File: src/rtl/keypad_code_lock.sv
// rtl/keypad_code_lock.sv - digit-sequence code lock with failure lockout
module keypad_code_lock #(
   parameter int                    CODE_LEN       = 4,
   parameter logic [4*CODE_LEN-1:0] CODE           = 16'h0246,
   parameter int                    MAX_FAILS      = 3,
   parameter int                    UNLOCK_CYCLES  = 500,
   parameter int                    LOCKOUT_CYCLES = 1000
) (
   input  logic       clk,
   input  logic       rst_n,
   input  logic [9:0] keys,
   input  logic       clear,
   output logic       unlocked,
   output logic       error,
   output logic       locked_out,
   output logic [2:0] digit_count,
   output logic [1:0] fail_count
);

   localparam int             UW          = $clog2(UNLOCK_CYCLES) + 1;
   localparam int             LW          = $clog2(LOCKOUT_CYCLES) + 1;
   localparam logic [UW-1:0]  UNLOCK_LOAD = UW'(UNLOCK_CYCLES - 1);
   localparam logic [LW-1:0]  LOCK_LOAD   = LW'(LOCKOUT_CYCLES - 1);
   localparam logic [1:0]     FAIL_MAX    = 2'(MAX_FAILS);
   localparam logic [2:0]     LAST_POS    = 3'(CODE_LEN - 1);

   typedef enum logic [2:0] {
      IDLE,
      ENTRY,
      CHECK,
      OPEN,
      LOCKOUT
   } state_t;

   state_t                     state_q, state_d;
   logic [9:0]                 keys_q;
   logic [9:0]                 rise;
   logic                       press_ok;
   logic [3:0]                 press_digit;
   logic                       code_match;
   logic [1:0]                 fail_inc;
   logic [CODE_LEN-1:0][3:0]   digits_q, digits_d;
   logic [2:0]                 digit_count_q, digit_count_d;
   logic [1:0]                 fail_count_q, fail_count_d;
   logic                       unlocked_q, unlocked_d;
   logic                       error_q, error_d;
   logic                       locked_out_q, locked_out_d;
   logic [UW-1:0]              unlock_tmr_q, unlock_tmr_d;
   logic [LW-1:0]              lock_tmr_q, lock_tmr_d;

   // A press is a single newly-risen key; multi-key rises are discarded.
   assign rise     = keys & ~keys_q;
   assign press_ok = (rise != '0) && ((rise & (rise - 10'd1)) == '0);

   // Saturating failure increment so the counter never wraps.
   assign fail_inc = (fail_count_q >= FAIL_MAX) ? fail_count_q : fail_count_q + 2'd1;

   // Encode the index of the risen key as the pressed digit.
   always_comb begin
      press_digit = 4'd0;
      for (int i = 0; i < 10; i++) begin
         if (rise[i]) press_digit = 4'(i);
      end
   end

   // Position 0 holds the first digit, which lives in the top nibble of CODE.
   always_comb begin
      code_match = 1'b1;
      for (int i = 0; i < CODE_LEN; i++) begin
         if (digits_q[i] != CODE[4*(CODE_LEN-1-i) +: 4]) code_match = 1'b0;
      end
   end

   // Next-state and registered-output logic.
   always_comb begin
      state_d       = state_q;
      digits_d      = digits_q;
      digit_count_d = digit_count_q;
      fail_count_d  = fail_count_q;
      unlocked_d    = unlocked_q;
      error_d       = 1'b0;
      locked_out_d  = locked_out_q;
      unlock_tmr_d  = unlock_tmr_q;
      lock_tmr_d    = lock_tmr_q;
      case (state_q)
         IDLE: begin
            if (press_ok && !clear) begin
               digits_d[0]   = press_digit;
               digit_count_d = 3'd1;
               state_d       = (CODE_LEN == 1) ? CHECK : ENTRY;
            end
         end
         ENTRY: begin
            if (clear) begin
               digit_count_d = 3'd0;
               state_d       = IDLE;
            end else if (press_ok) begin
               for (int i = 0; i < CODE_LEN; i++) begin
                  if (3'(i) == digit_count_q) digits_d[i] = press_digit;
               end
               digit_count_d = digit_count_q + 3'd1;
               if (digit_count_q == LAST_POS) state_d = CHECK;
            end
         end
         CHECK: begin
            digit_count_d = 3'd0;
            if (code_match) begin
               state_d      = OPEN;
               unlocked_d   = 1'b1;
               unlock_tmr_d = UNLOCK_LOAD;
               fail_count_d = 2'd0;
            end else begin
               error_d      = 1'b1;
               fail_count_d = fail_inc;
               if (fail_inc >= FAIL_MAX) begin
                  state_d      = LOCKOUT;
                  locked_out_d = 1'b1;
                  lock_tmr_d   = LOCK_LOAD;
               end else begin
                  state_d = IDLE;
               end
            end
         end
         OPEN: begin
            if (clear || unlock_tmr_q == '0) begin
               state_d    = IDLE;
               unlocked_d = 1'b0;
            end else begin
               unlock_tmr_d = unlock_tmr_q - 1'b1;
            end
         end
         LOCKOUT: begin
            if (lock_tmr_q == '0) begin
               state_d      = IDLE;
               locked_out_d = 1'b0;
               fail_count_d = 2'd0;
            end else begin
               lock_tmr_d = lock_tmr_q - 1'b1;
            end
         end
         default: begin
            state_d = IDLE;
         end
      endcase
   end

   // State and output registers; keys_q resets high so held keys are not presses.
   always_ff @(posedge clk or negedge rst_n) begin
      if (!rst_n) begin
         state_q       <= IDLE;
         keys_q        <= 10'h3FF;
         digits_q      <= '0;
         digit_count_q <= 3'd0;
         fail_count_q  <= 2'd0;
         unlocked_q    <= 1'b0;
         error_q       <= 1'b0;
         locked_out_q  <= 1'b0;
         unlock_tmr_q  <= '0;
         lock_tmr_q    <= '0;
      end else begin
         state_q       <= state_d;
         keys_q        <= keys;
         digits_q      <= digits_d;
         digit_count_q <= digit_count_d;
         fail_count_q  <= fail_count_d;
         unlocked_q    <= unlocked_d;
         error_q       <= error_d;
         locked_out_q  <= locked_out_d;
         unlock_tmr_q  <= unlock_tmr_d;
         lock_tmr_q    <= lock_tmr_d;
      end
   end

   assign unlocked    = unlocked_q;
   assign error       = error_q;
   assign locked_out  = locked_out_q;
   assign digit_count = digit_count_q;
   assign fail_count  = fail_count_q;

endmodule

File: config.mk
export PLATFORM = sky130hd
export DESIGN_NAME = keypad_code_lock
export DESIGN_NICKNAME = d
export VERILOG_FILES = /design/src/rtl/keypad_code_lock.sv
export SDC_FILE = /design/constraint.sdc
export NUM_CORES = 1
export LEC_CHECK = 0
export ABC_AREA = 0
export CORE_AREA = 4 4 76 78
export CTS_CLUSTER_DIAMETER = 60
export DETAILED_ROUTE_END_ITERATION = 12
export DIE_AREA = 0 0 80 82
export HOLD_SLACK_MARGIN = 0.03
export PLACE_DENSITY = 0.78
export SLEW_MARGIN = 0
export SYNTH_ARGS = -nofsm -noshare
export SYNTH_HDL_FRONTEND = slang
export SYNTH_SLANG_ARGS = --single-unit
export TNS_END_PERCENT = 1
File: constraint.sdc
create_clock -name clk -period 2.4 [get_ports clk]
set_input_delay 0.24 -clock clk [delete_from_list [all_inputs] [get_ports clk]]
set_output_delay 0.24 -clock clk [all_outputs]
set_load 0.01 [all_outputs]
== Yosys cells after proc, flatten, opt, wreduce, memory -nomap -nowiden ==
Index checks and enable logic that the tools add are counted.
Storage, ports and cells
  register bits: 58
Cells by class
  $add $sub $neg: 5
  order comparisons: 2
  eq/ne operators: 24
  muxes and demuxes: 50
  bitwise operators: 4
  reduce and logical (&&, ||, !) cells: 26
Operators by type and width (number)
  two-way mux 4 bit: 11
  two-way mux 11 bit: 3
  two-way mux 3 bit: 10
  != test 2 bit, second input constant: 11
  one-hot mux 11 bit (2 select lines): 1
  AND 10 bit: 2
  zero test 10 bit: 2
  two-way mux 10 bit: 2
  one-hot mux 10 bit (2 select lines): 1
  AND reduction 4 bit: 5
  subtractor 10 x 1 -> 10 bit, second input constant: 2
  one-hot mux 3 bit (5 select lines): 1
  two-way mux 1 bit: 12
  zero test 11 bit: 1
  subtractor 11 x 1 -> 11 bit, second input constant: 1
  NOT 10 bit: 1
  AND reduction 5 bit: 2
  nonzero test 10 bit: 1
  equality test 3 x 2 -> 1 bit, second input constant: 3
  one-hot mux 3 bit (3 select lines): 1
  AND reduction 3 bit: 3
  two-way mux 2 bit: 4
  != test 4 x 3 -> 1 bit, second input constant: 2
  one-hot mux 4 bit (2 select lines): 1
  other kinds (20): 28

== Logic depth before layout (Yosys ltp) ==
Gate-level depths: netlist of run 1.
  depth in word-level cells: 15
  gate-level depth with buffers: 8
  mapped depth without buffers: 8

== Worst setup path before layout of run 1 ==
Ideal clock, no wire load.
  path kind: flip-flop to flip-flop
  from: reg keys_q[1]
  to: reg digits_q[4] (netlist name)
  library setup time: 0.128 ns
  arrival time: 2.004 ns
  data required time: 2.272 ns
  setup slack: 0.268 ns
  stages on the path, launching flop included: 7
  period minus slack after synthesis: 2.132 ns
  path through: dfstp_2 -> nor2b_1 -> nor4_4 -> a31oi_1 -> nor4_4 -> nand3_1 -> mux2_1
On the way
  word-level cells in the longest chain between the ends: 11
  elaborated cells between the ends (all ways): 17
  classes of those cells: add/sub: 1; mux: 9; bitwise: 3; reduce/logical: 4
Ends and longest elaborated chain
  from (decl): RTL line 36  | logic [9:0] keys_q;
  from (signal assigned): RTL line 162  | keys_q <= keys;
  NOT 10 bit *: RTL line 52  | assign rise = keys & ~keys_q;
  AND 10 bit *: RTL line 52
  parallel branches: the longest is 9 deep, another holds subtractor 10 x 1 -> 10 bit
  to (signal assigned): RTL line 163  | digits_q <= digits_d;
  to (decl): RTL line 42  | logic [CODE_LEN-1:0][3:0] digits_q, digits_d;
Mark *: on every way between the ends.
A chain may end at the register's enable or synchronous reset.

== Worst setup path in the final report of run 1 ==
  from: reg keys_q[1]
  to: reg digits_q[12] (netlist name)
Same word-level chain as after synthesis.

==> run metrics, run 1 <==
most frequent cells in the layout sky130_fd_sc_hd__dfrtp_1, sky130_fd_sc_hd__nand2_1, sky130_fd_sc_hd__clkdlybuf4s50_1, sky130_fd_sc_hd__buf_4, sky130_fd_sc_hd__nor2_1; Setup Total Neg Slack 0 ns; kind of end point of the critical path flip-flop; kind of critical path flip-flop to flip-flop; core box area 0.005075 mm2; signal arrival time at the worst endpoint 2.48 ns; Syn. warnings 0; Least-Margin Pin Slew 0.5373 ns; internal power contribution 1630 uW; buffer levels on the longest clock path 2; Clock transition at path regs 0.06 ns; area of all placed cells without fillers 0.003556 mm2; CP Data Required Time 2.61 ns; detailed placement HPWL 4.276 mm; input/output buffers 20; Period Utilization, post-route 0.9440; sequential power share 0.495; async set or reset register ratio after synthesis 1.000; Clock Power Share 0.364; vias in the first global route 2227; top flip-flop cell by instance count after synthesis sky130_fd_sc_hd__dfrtp_1; setup slack at placement -0.2206 ns; number of cells produced by synthesis 276; standby leakage power 0.001613 uW; antenna cells 0; Final Setup Violations 0; H-tree lvl count 3; fraction of post-synthesis cell area in the top cell type by area 0.4122; Detailed Routing Iterations Pass 1 4; worst r2r path cells 8; top area cells in the synthesized netlist sky130_fd_sc_hd__dfrtp_1, sky130_fd_sc_hd__dfstp_2, sky130_fd_sc_hd__mux2_2; average vias per placed instance 5.535; Total Die Area 0.006560 mm2; CTS tree yes; total routing resource utilization after global routing 0.1971; antenna violations before repair 0; Slew HR 0.6418; net count of the finished layout 343; overall die width 80 um; Seq cells post-synth 58; syn nets 296; layout cell share with drive strength beyond 1 0.2195; GRT Residual Overflow 0; Power Density 624.3 mW/mm2; routed len/inst 14.48 um; Sinks on Clock Net 58; gp weighted congestion 0.8073; leading cell type in the layout, fill and taps excluded sky130_fd_sc_hd__dfrtp_1; Final Skew 0.009600 ns; height of the die 82 um; uppermost layer routed met4; 1st-iter DRT viols 105; largest net degree at the start of global routing 37; final core utilization 0.7007; Root Buffer Master sky130_fd_sc_hd__clkbuf_8; critical path launch point type flip-flop; CTS buffer count 9; instance area after placement 0.003333 mm2; synthesized area 0.002914 mm2; Tightest Hold Check Type primary input to flip-flop; share of the yosys chip area belonging to registers 0.5024; endpoint of the worst-slack reg-to-reg timing path digits_q[12]$_DFFE_PN0P_; final critical-path required period 2.266 ns; global-route wire length before repair 9.818 mm; Synth-to-Final Area Change 22.03%; Fin. Hold Viols 0; count of maximum capacitance violations 0; library cell with the largest summed area after synthesis sky130_fd_sc_hd__dfrtp_1; switching fraction of total power 0.2659; number of enable flip-flop cells after synthesis 0; number of nets with antenna violations after detailed routing 0; Max Fanout on Critical Path 5; synthesized area per cell 10.56 um2; initial cell density of the core 0.5742; number of distinct library cell variants in the gate-level netlist after synthesis 46; worst setup path start keys_q[1]$_DFF_PN1_; Max rail drop VDD 0.0004332 V; DRC violations left 0; sum of routed wire segments on met1 2.517 mm; part of the total power dissipated in combinational logic 0.141; highest clock rate 441.4 MHz; met3 WL 211 um; count of final max-slew check failures 0; wire length reported by the detailed router 5.765 mm; flop2flop setup slack 0.13 ns; Switch Pwr 590.4 uW; Worst Setup Slack, final 0.1343 ns; outcome finished clean; worst r2r src keys_q[1]$_DFF_PN1_; io pins 21; RSZ-0062 raised after global routing false; number of rows created at floorplan 26; number of vias after detailed routing 2203; Setup crit end digits_q[12]$_DFFE_PN0P_; worst skew pair latency 0.33 ns; met2 routed WL 2.874 mm
==> cells by family after synthesis <==
kind of cell | Yosys count | share of synthesized area
compound gates | 44 | 0.09575
simple gates | 117 | 0.2349
xor+xnor | 13 | 0.03907
buf+inv | 17 | 0.02190
fa+ha+maj | 7 | 0.03005
mux | 20 | 0.07600
flops | 58 | 0.5024
==> how the worst min path moves through the flow <==
stage	start	end	slack (ns)	cells after the start
after floorplan	rst_n	digit_count[0]$_DFFE_PN0P_	-0.06	0
after global placement	rst_n	lock_tmr_q[7]$_DFFE_PN0P_	0.24	1
after detailed placement	rst_n	lock_tmr_q[7]$_DFFE_PN0P_	0.24	1
after CTS	keys[7]	keys_q[7]$_DFF_PN1_	0.31	1
after global routing	keys[4]	keys_q[4]$_DFF_PN1_	0.31	1
final	keys[7]	keys_q[7]$_DFF_PN1_	0.33	1
==> cells in the mapped netlist, drive strengths merged, types with 10 or more instances <==
library cell	instances
dfstp	10
mux2	17
o21ai	13
a21oi	16
dfrtp	48
inv	12
nand3	11
nand2b	12
nor2b	11
nand2	22
xnor2	10
nor2	17
nor4	12
==> layout make-up <==
cell class / instances / area [um2]
clock buffer: 11 / 151.4
clock inverter: 5 / 28.78
fill: 396 / 1519
inverter: 12 / 45.04
multi-input combinational: 201 / 1411
sequential: 58 / 1464
tap: 70 / 87.58
timing repair buffer: 41 / 367.9
==> layer usage <==
metal,up-vias,global-route usage
met4,0,0.1132
met2,46,0.3419
met5,-,0
met1,1061,0.2178
met3,14,0.05373
li1,1082,-
==> worst max-delay path, cell delays in order, from the launching register on <==
cell and delay, ns:
sky130_fd_sc_hd__dfstp_2 0.51, sky130_fd_sc_hd__nor2b_1 0.06, sky130_fd_sc_hd__buf_4 0.15, sky130_fd_sc_hd__a22oi_1 0.19, sky130_fd_sc_hd__o221ai_1 0.22, sky130_fd_sc_hd__nor4_4 0.25, sky130_fd_sc_hd__buf_4 0.19, sky130_fd_sc_hd__nand4_2 0.20
sky130_fd_sc_hd__mux2_1 0.37
==> repair_timing <==
item,CTS,global route
hold endpoints to repair,22,0
setup endpoints to repair,0,14
hold buffers,1,0
setup buffers,0,1
resized for setup,0,4
==> power by group through the flow <==
stage	registers (uW)	clock network, uW	logic, uW
after floorplan	1100	0	172
after global placement	1110	0	292
after detailed placement	1120	0	305
after CTS	1100	833	307
after global routing	1110	883	346
final	1100	807	314
==> registers in the layout, summed over array words and instances (netlist names) <==
| signal | cells |
|---|---|
| fail_count | 2 |
| locked_out | 1 |
| state_q | 3 |
| unlock_tmr_q | 10 |
| lock_tmr_q | 11 |
| digits_q | 16 |
| keys_q | 10 |
| unlocked | 1 |
| error | 1 |
| digit_count | 3 |
==> metrics by stage <==
stage               std cells  hold WS (ns)  total power (uW)
floorplan                 276      -0.05559              1275
global placement          380        0.2447              1405
detailed placement        380        0.2442              1421
CTS                       397        0.3112              2239
global route              398        0.3149              2337
finish                    398        0.3297              2220
No activity file was read; power rests on OpenSTA's default activity.
==> run 2: changes to the inputs <==
CORE_AREA = 2 2 74 76   (was 4 4 76 78)
DIE_AREA = 0 0 76 78   (was 0 0 80 82)
==> run metrics, run 2 (same netlist as run 1, synthesis figures left out) <==
wire length reported by the detailed router 5.705 mm (was 5.765 mm); initial cell density of the core 0.5779 (was 0.5742); routed len/inst 14.44 um (was 14.48 um); Root Buffer Master sky130_fd_sc_hd__clkbuf_8 (unchanged); Fin. Hold Viols 0 (unchanged); antenna cells 0 (unchanged); height of the die 78 um (was 82 um); highest clock rate 440.8 MHz (was 441.4 MHz); number of standard cells in the final layout excluding fillers 395 (was 398); Detailed Routing Iterations Pass 1 4 (unchanged); Biggest register digits_q (unchanged); kind of critical path flip-flop to flip-flop (unchanged); H-tree lvl count 3 (unchanged); Clock Power Share 0.366 (was 0.364); GRT Residual Overflow 0 (unchanged); average vias per placed instance 5.496 (was 5.535); detailed placement HPWL 4.096 mm (was 4.276 mm); Setup Total Neg Slack 0 ns (unchanged); antenna violations before repair 0 (unchanged); global-route wire length before repair 9.680 mm (was 9.818 mm); CP Data Required Time 2.61 ns (about the same); Synth-to-Final Area Change 20.09% (was 22.03%); total routing resource utilization after global routing 0.2062 (was 0.1971); number of flip-flops in the largest register 16 (unchanged); worst skew pair latency 0.33 ns (about the same); Clock transition at path regs 0.07 ns (was 0.06 ns); uppermost layer routed met4 (unchanged); part of the total power dissipated in combinational logic 0.137 (was 0.141); core box area 0.005042 mm2 (was 0.005075 mm2); count of final max-slew check failures 0 (unchanged); worst setup path start keys_q[1]$_DFF_PN1_ (unchanged); number of vias after detailed routing 2171 (was 2203); net count of the finished layout 340 (was 343); Switch Pwr 584.1 uW (was 590.4 uW); Total Die Area 0.005928 mm2 (was 0.006560 mm2); layout cell share with drive strength beyond 1 0.2092 (was 0.2195); CTS buffer count 9 (unchanged); sequential power share 0.497 (was 0.495); io pins 21 (unchanged); vias in the first global route 2122 (was 2227); Final Setup Violations 0 (unchanged); sum of routed wire segments on met1 2.598 mm (was 2.517 mm); buffer levels on the longest clock path 2 (unchanged); Sinks on Clock Net 58 (unchanged); Tightest Hold Check Type primary input to async pin (was primary input to flip-flop); Least-Margin Pin Slew 0.7005 ns (was 0.5373 ns); DRC violations left 0 (unchanged); Max Fanout on Critical Path 5 (unchanged); Period Utilization, post-route 0.9453 (was 0.9440); cts-stage hold buffer count 0 (was 1); CTS tree yes (unchanged); standby leakage power 0.001589 uW (was 0.001613 uW); kind of end point of the critical path flip-flop (unchanged); RSZ-0062 raised after global routing true (was false); leading cell type in the layout, fill and taps excluded sky130_fd_sc_hd__dfrtp_1 (unchanged); number of nets with antenna violations after detailed routing 0 (unchanged); signal arrival time at the worst endpoint 2.48 ns (about the same); Slew HR 0.5330 (was 0.6418); largest net degree at the start of global routing 59 (was 37); input/output buffers 20 (unchanged); most frequent cells in the layout sky130_fd_sc_hd__dfrtp_1, sky130_fd_sc_hd__nand2_1, sky130_fd_sc_hd__clkdlybuf4s50_1 (was sky130_fd_sc_hd__dfrtp_1, sky130_fd_sc_hd__nand2_1, sky130_fd_sc_hd__clkdlybuf4s50_1, sky130_fd_sc_hd__buf_4, sky130_fd_sc_hd__nor2_1); met2 routed WL 2.842 mm (was 2.874 mm); switching fraction of total power 0.2640 (was 0.2659); worst r2r src keys_q[1]$_DFF_PN1_ (unchanged); overall die width 76 um (was 80 um); outcome finished clean (unchanged); Worst Setup Slack, final 0.1313 ns (was 0.1343 ns); Max rail drop VDD 0.0004078 V (was 0.0004332 V); gp weighted congestion 0.8017 (was 0.8073); internal power contribution 1629 uW (was 1630 uW); count of maximum capacitance violations 0 (unchanged); final critical-path required period 2.269 ns (was 2.266 ns); registers with the most flip-flops digits_q: 16 flops, lock_tmr_q: 11 flops (unchanged); 1st-iter DRT viols 155 (was 105); critical path launch point type flip-flop (unchanged); setup slack at placement -0.1448 ns (was -0.2206 ns); met3 WL 180 um (was 211 um); Power Density 632.3 mW/mm2 (was 624.3 mW/mm2); Cells after DPL 379 (was 380); Final Skew 0.006406 ns (was 0.009600 ns); number of rows created at floorplan 26 (unchanged); filler cell count 389 (was 396)
-- run 2: critical path: stages (launching register included) --
cell and delay, ns:
sky130_fd_sc_hd__dfstp_2 0.52, sky130_fd_sc_hd__nor2b_1 0.08, sky130_fd_sc_hd__nor4_4 0.35, sky130_fd_sc_hd__a21oi_1 0.19, sky130_fd_sc_hd__nor4_4 0.39, sky130_fd_sc_hd__nand3_1 0.24, sky130_fd_sc_hd__mux2_1 0.37
-- run 2: cell type report --
class / count / area [um2] / share of cell area
clock inverters: 4 / 26.28 / 0.007508
multi-input cells: 201 / 1391 / 0.3976
well taps: 70 / 87.58 / 0.02503
flip-flops and latches: 58 / 1464 / 0.4183
clock buffers: 12 / 155.1 / 0.04433
inverters: 12 / 45.04 / 0.01287
repair buffers: 38 / 330.3 / 0.09439
-- run 2: timing repair --
action | CTS | global route
gates resized for setup | 1 | 0
endpoints found under the setup margin | 4 | 16
pin swaps | 0 | 1
setup buffers | 0 | 0
-- run 2: worst paths after layout --
path / cells after the start / slack (ns) / to
setup / recovery: 6 / 0.13 / digits_q[5]$_DFFE_PN0P_
hold / removal: 2 / 0.04 / lock_tmr_q[7]$_DFFE_PN0P_
setup reg to reg: 6 / 0.13 / digits_q[5]$_DFFE_PN0P_
hold reg to reg: 1 / 0.50 / digits_q[15]$_DFFE_PN0P_
max in group asynchronous: 2 / 1.89 / digits_q[13]$_DFFE_PN0P_
min in group clk: 1 / 0.33 / keys_q[0]$_DFF_PN1_
-- run 2: layer usage --
metal	up-vias	GRT usage
met3	10	0.04651
met5	-	0
met4	0	0.08545
met1	1040	0.2561
met2	46	0.3500
li1	1075	-
-- run 2: power by group through the flow --
| stage | Clock (uW) | Sequential (uW) | Combinational (uW) |
|---|---|---|---|
| after detailed placement | 0 | 1120 | 298 |
| final | 811 | 1100 | 302 |
| after floorplan | 0 | 1100 | 172 |
| after global routing | 874 | 1110 | 342 |
| after global placement | 0 | 1110 | 289 |
| after CTS | 831 | 1100 | 305 |
-- run 2: per-stage QoR --
step           utilization  total power (uW)  cell area [um2]  hold WS (ns)
3_5_place_dp        0.6571              1414             3313        0.4225
6_report            0.6940              2213             3500       0.04147
3_3_place_gp        0.6571              1402             3313        0.4169
2_1_floorplan            -              1275             2914      -0.05559
4_1_cts             0.6940              2237             3500       0.05904
5_1_grt             0.6940              2326             3500        0.1252
